`src/rtl/blake_round_sched.sv`:
```
// Round/step scheduler for the BLAKE-512 compression core: sequences rounds, finalisation and result handshake.
// Optional abort input is compiled in when BLAKE_SCHED_ABORT_EN is defined.
module blake_round_sched #(
    parameter int NUM_ROUNDS      = 16,
    parameter int STEPS_PER_ROUND = 8,
    parameter int BLK_W           = 8,
    localparam int RW = (NUM_ROUNDS > 1) ? $clog2(NUM_ROUNDS) : 1,
    localparam int SW = (STEPS_PER_ROUND > 1) ? $clog2(STEPS_PER_ROUND) : 1
) (
    input  logic             clk,
    input  logic             rst,
    input  logic             in_valid,
    input  logic             in_last,
    output logic             in_ready,
    output logic             init_round,
    output logic             round_ing,
    output logic [RW-1:0]    round_idx,
    output logic [SW-1:0]    step_idx,
    output logic             finalize,
    output logic             out_valid,
    output logic             out_last,
    input  logic             out_ready,
    output logic [BLK_W-1:0] block_idx,
`ifdef BLAKE_SCHED_ABORT_EN
    input  logic             abort,
`endif
    output logic             busy
);

    typedef enum logic [1:0] {
        IDLE  = 2'd0,
        ROUND = 2'd1,
        FINAL = 2'd2,
        DONE  = 2'd3
    } state_t;

    localparam logic [RW-1:0] ROUND_MAX = RW'(NUM_ROUNDS - 1);
    localparam logic [SW-1:0] STEP_MAX  = SW'(STEPS_PER_ROUND - 1);

    state_t           state_q, state_d;
    logic [RW-1:0]    round_q, round_d;
    logic [SW-1:0]    step_q, step_d;
    logic [BLK_W-1:0] blk_q, blk_d;
    logic             last_q, last_d;
    logic             abort_req;

`ifdef BLAKE_SCHED_ABORT_EN
    assign abort_req = abort;
`else
    assign abort_req = 1'b0;
`endif

    always_ff @(posedge clk or posedge rst) begin
        if (rst) begin
            state_q <= IDLE;
            round_q <= '0;
            step_q  <= '0;
            blk_q   <= '0;
            last_q  <= 1'b0;
        end else begin
            state_q <= state_d;
            round_q <= round_d;
            step_q  <= step_d;
            blk_q   <= blk_d;
            last_q  <= last_d;
        end
    end

    always_comb begin
        state_d    = state_q;
        round_d    = round_q;
        step_d     = step_q;
        blk_d      = blk_q;
        last_d     = last_q;
        in_ready   = 1'b0;
        init_round = 1'b0;
        round_ing  = 1'b0;
        finalize   = 1'b0;
        out_valid  = 1'b0;

        case (state_q)
            IDLE: begin
                in_ready = 1'b1;
                if (in_valid) begin
                    init_round = 1'b1;
                    state_d    = ROUND;
                    round_d    = '0;
                    step_d     = '0;
                    last_d     = in_last;
                end
            end
            ROUND: begin
                round_ing = 1'b1;
                if (step_q == STEP_MAX) begin
                    step_d = '0;
                    if (round_q == ROUND_MAX) begin
                        round_d = '0;
                        state_d = FINAL;
                    end else begin
                        round_d = round_q + 1'b1;
                    end
                end else begin
                    step_d = step_q + 1'b1;
                end
            end
            FINAL: begin
                finalize = 1'b1;
                state_d  = DONE;
            end
            DONE: begin
                out_valid = 1'b1;
                if (out_ready) begin
                    // A last block ends the message, so the next block starts a fresh index.
                    blk_d    = last_q ? '0 : blk_q + 1'b1;
                    in_ready = 1'b1;
                    if (in_valid) begin
                        init_round = 1'b1;
                        state_d    = ROUND;
                        round_d    = '0;
                        step_d     = '0;
                        last_d     = in_last;
                    end else begin
                        state_d = IDLE;
                    end
                end
            end
            default: state_d = IDLE;
        endcase

        // Abort discards the whole message and overrides completion and any back-to-back accept.
        if (abort_req && (state_q != IDLE)) begin
            state_d    = IDLE;
            round_d    = '0;
            step_d     = '0;
            blk_d      = '0;
            last_d     = 1'b0;
            in_ready   = 1'b0;
            init_round = 1'b0;
        end
    end

    assign round_idx = round_q;
    assign step_idx  = step_q;
    assign block_idx = blk_q;
    assign out_last  = last_q & (state_q == DONE);
    assign busy      = (state_q != IDLE);

endmodule
```
`config.mk`:
```
export PLATFORM = sky130hd
export DESIGN_NAME = blake_round_sched
export DESIGN_NICKNAME = d
export VERILOG_FILES = /design/src/rtl/blake_round_sched.sv
export SDC_FILE = /design/constraint.sdc
export NUM_CORES = 1
export LEC_CHECK = 0
export CAP_MARGIN = 20
export CORE_AREA = 2 2 49 51
export CTS_CLUSTER_SIZE = 16
export DETAILED_ROUTE_END_ITERATION = 8
export DIE_AREA = 0 0 51 53
export GPL_TIMING_DRIVEN = 0
export PLACE_DENSITY = 0.92
export SYNTH_ARGS = -nofsm -noshare
export SYNTH_HDL_FRONTEND = slang
export SYNTH_SLANG_ARGS = --single-unit
```
`constraint.sdc`:
```
create_clock -name clk -period 2.5 [get_ports clk]
set_input_delay 0.375 -clock clk [delete_from_list [all_inputs] [get_ports clk]]
set_output_delay 0.375 -clock clk [all_outputs]
set_load 0.05 [all_outputs]
```
# [Word level (Yosys, flattened, before mapping)]
# Cells that the tools add are included.
[totals] reg_bits=18 output_inout_bits=22 word_cells=54
[op_classes] addsub=3 eq_ne=9 n_mux=27 bitwise=1 reduce_logical=9
[ops] cell="$mux 4" n=4
[ops] cell="$pmux 4 s3" n=1
[ops] cell="$mux 1" n=9
[ops] cell="$mux 3" n=3
[ops] cell="$pmux 3 s3" n=1
[ops] cell="$add 8x1->8 const B" n=1
[ops] cell="$mux 2" n=4
[ops] cell="$mux 8" n=1
[ops] cell="$ne 2x2->1 const B" n=4
[ops] cell="$pmux 2 s4" n=1
[ops] cell="$pmux 1 s2" n=3
[ops] cell="$reduce_and 2->1" n=3
[ops] cell="$add 4x1->4 const B" n=1
[ops] cell="$eq 2x2->1 const B" n=2
[ops] cell="$eq 4x4->1 const B" n=1
[ops] cell="$reduce_and 4->1" n=1
[ops] cell="$reduce_bool 2->1" n=2
[ops] cell="$add 3x1->3 const B" n=1
[ops] cell="$eq 3x3->1 const B" n=1
[ops] cell="$reduce_and 3->1" n=1
[ops] cell="$reduce_bool 3->1" n=1
[ops] cell="$eq 2x1->1 const B" n=1
[ops] cell="$logic_not 2->1" n=1
[ops] cell="$and 1x1->1" n=1

# [Depth between registers and ports, before layout]
[logic_depth] word_depth=4 ltp_mapped=6 ltp_nobuf=6

# [Worst setup path after synthesis]
# OpenSTA, ideal clock, no wires.
[synth_path] path_type="register to output" startpoint="reg state_q[0]" endpoint="out in_ready" arrival_time_ns=1.774 t_required_ns=2.125 path_slack_ns=0.351 path_stages_with_launch=5 path_cell_list="dfrtp_1 -> inv_1 -> ha_1 -> inv_1 -> a21oi_1"
[synth_between] elab_chain_cells=2 word_cells_on_any_way=3
[synth_rtl] element="start, declared" line_no="40" rtl="state_t state_q, state_d;"
[synth_rtl] element="start signal, assigned" line_no="61" rtl="state_q <= state_d;"
[synth_rtl] element="$eq 2x2->1 / $logic_not 2->1 (equally long branches)" line_no="81" rtl="case (state_q)"
[synth_rtl] element="$pmux 1 s2 *" line_no="81"
[synth_rtl] element="end, declared" line_no="14" rtl="output logic in_ready,"
# Every way passes the cells marked *; elsewhere a longest branch is shown, timed or not.

# [Worst setup path after layout]
[layout_path] startpoint="reg state_q[0]" endpoint="out out_last"
[layout_between] elab_chain_cells=2
[layout_rtl] element="$eq 2x2->1" line_no="145" rtl="assign out_last = last_q & (state_q == DONE);"
[layout_rtl] element="$and 1x1->1" line_no="145"
[layout_rtl] element="end, declared" line_no="21" rtl="output logic out_last,"
# No other way between the ends.

==> flow_summary.ini <==
[cells_and_area]
n_antenna_cell = 0
drive_gt1_frac = 0.0791
synthToLayoutAreaGrowth_pct = 30.6
layout_common_cells = 21 x clkdlybuf4s50_1, 18 x dfrtp_1, 13 x nand2_1
nFillCells = 172
multiInputGateArea_um2 = 598
layout_commonest_cell = clkdlybuf4s50_1
final_util = 0.653
nets = 156
regArea_um2 = 450

[timing]
fin_crit_ps = 2370
hold_viol_final = 0
min_period_over_period = 0.946
fin_skew_ps = 8.37
setup_viol = 0
rsz0062_at_grt = no
tightest_slew_ps = 671
fmax_mhz = 423
relSlewSlack = 0.552
drv_slew = 0

[clocking]
clockRootBuffer = clkbuf_4
hold_buffers = 0
clock_latency_ps = 300
cts.sinks = 18
cts_buffer_depth = 2
clkTransAtPathRegs_ps = 110
cts_made_buffers = 3
postCtsSetupRepairBufs = 0
htreeDepth = 1
cts_tree = built

[floorplan]
fp.coreArea_mm2 = 0.00215
ios = 27
dieArea_mm2 = 0.00270
die-height_um = 53
start_util = 0.500
die_w_um = 51
std_cell_rows = 17

[job]
max-cap-violations = 0

[power_and_ir_drop]
p_int_uw = 907
power.leakage_uw = 0.000686
seqPwrFrac = 0.264
pwr-share-clk = 0.094
netSwitchingFraction = 0.530
power_density_mw_per_mm2 = 1370
power_frac_comb = 0.642
p_sw_uw = 1020
vdd_ir_drop_max_mv = 0.901
power_uw = 1930

[route]
wl_per_cell_um = 13.7
drt_iter0_drc = 12
drc = 0
vias = 908
wl_um = 2300
drt_first_pass_iters = 4
final_antenna_net_count = 0
vias_per_cell = 5.44

[global_routing]
grtUsageMet2 = 0.325
top_usage_layer = met2
antenna_found_initial = 0
grt_use_met1 = 0.252
overflow = 0
grt_max_degree = 19
grt_pass1_wl_um = 3960
grt_pass1_vias = 890
grt_use_met3 = 0.0339
grtUsageTotal = 0.197

[synthesis]
synth_area_mm2 = 0.00107
synth_edf_count = 0
synthCells = 109
ys_types = 29
synthFlopType = dfrtp_1
synthArstFlopShare = 1.00
synth_nets = 125
ys_warn_count = 0
synth-seq-area-share = 0.419
ys_ff_latch = 18
synth_area_per_cell_um2 = 9.86

[critical_path]
path_cells = ha_1 > and2_1 > clkdlybuf4s50_1
startpoint = state_q[0]
r2r-end = state_q[0]
worst-endpoint-arrival_ps = 1990
required_ps = 2120
crit_path_end = out_last
max_stage_delay_ps = 800
r2r_cells = 6
cp_slowest_cell = clkdlybuf4s50_1
path_class = flop to primary output
end_kind = primary output
critPathMaxFanout = 6
cp-start-kind = flop
worst-r2r-setup-slack_ps = 760
r2r-start = state_q[0]

[hold_path]
holdCritPathClass = input port to asynchronous set/reset pin

[place]
hpwl_um = 1810
place_congestion = 0.879
port_buffers = 26

[run_status]
status = completed
==> synthesized netlist by cell type (4+ instances only) <==
library cell  number  share of area
nor3_1             4          0.019
dfrtp_1           18           0.42
inv_1              7          0.024
nand2_1           13          0.045
nand3_1            4          0.019
nor2_1             8          0.028
o21ai_0            7          0.033
ha_1              11           0.13
==> power by group through the flow <==
| stage | clock (uW) | sequential (uW) | combinational (uW) |
|---|---|---|---|
| floorplan | 0 | 733 | 665 |
| global placement | 0 | 505 | 1220 |
| detailed placement | 0 | 513 | 1260 |
| CTS | 183 | 508 | 1250 |
| global route | 200 | 527 | 1330 |
| finish | 182 | 509 | 1240 |
==> what timing repair did <==
| item | 4_1_cts | 5_1_grt |
|---|---|---|
| setup endpoints to repair | 2 | 5 |
| cloned | 0 | 0 |
| resized for setup | 2 | 7 |
==> cells by family (layout without fill, tap and decap cells) <==
group / after synthesis / count (layout) / synth area share
mux: 5 / 5 / 0.0489
flops: 18 / 18 / 0.419
buf+inv: 7 / 37 / 0.0245
fa+ha+maj: 11 / 11 / 0.128
compound gates: 20 / 20 / 0.136
xor+xnor: 3 / 3 / 0.0245
simple gates: 45 / 45 / 0.219
==> worst min-delay path by stage <==
stage,start,endpoint,depth (start not counted)
finish,rst,last_q,2
global route,rst,last_q,2
CTS,rst,round_idx[2],2
detailed placement,block_idx[1],block_idx[1],2
global placement,block_idx[1],block_idx[1],2
floorplan,rst,block_idx[0],1
==> layer usage <==
layer	part of all wire	vias up
met1	0.47	434
met4	0.018	0
li1	-	443
met2	0.47	26
met5	0	-
met3	0.046	5
==> area by class of cell <==
type / count / area share
Timing Repair Buffer: 26 / 0.184
Multi-Input combinational cell: 84 / 0.426
Sequential cell: 18 / 0.321
Inverter: 7 / 0.0187
Clock buffer: 4 / 0.0258
Tap cell: 28 / 0.0250
==> critical path: cells and delay by family (launching register included) <==
| kind | cells | cell delay [ps] |
|---|---|---|
| adders and majority gates | 1 | 270 |
| buffers and inverters | 1 | 800 |
| DFF | 1 | 460 |
| and+or+nand+nor | 1 | 160 |
==> per-stage QoR <==
stage	cells	hold WS (ps)	setup TNS [ps]	setup slack [ps]	cell area, um^2
2_1_floorplan	109	314	0	351	1070
3_3_place_gp	163	507	-34.3	-34.3	1370
3_5_place_dp	163	516	-59.0	-59.0	1370
4_1_cts	167	506	0	54.8	1400
5_1_grt	167	547	0	36.2	1400
6_report	167	466	0	135	1400
==> flip-flops by register name, summed over array words and instances (netlist names) <==
signal     count
block_idx      8
last_q         1
round_idx      4
state_q        2
step_idx       3
Note: power is estimated with default switching activity, not from simulation.
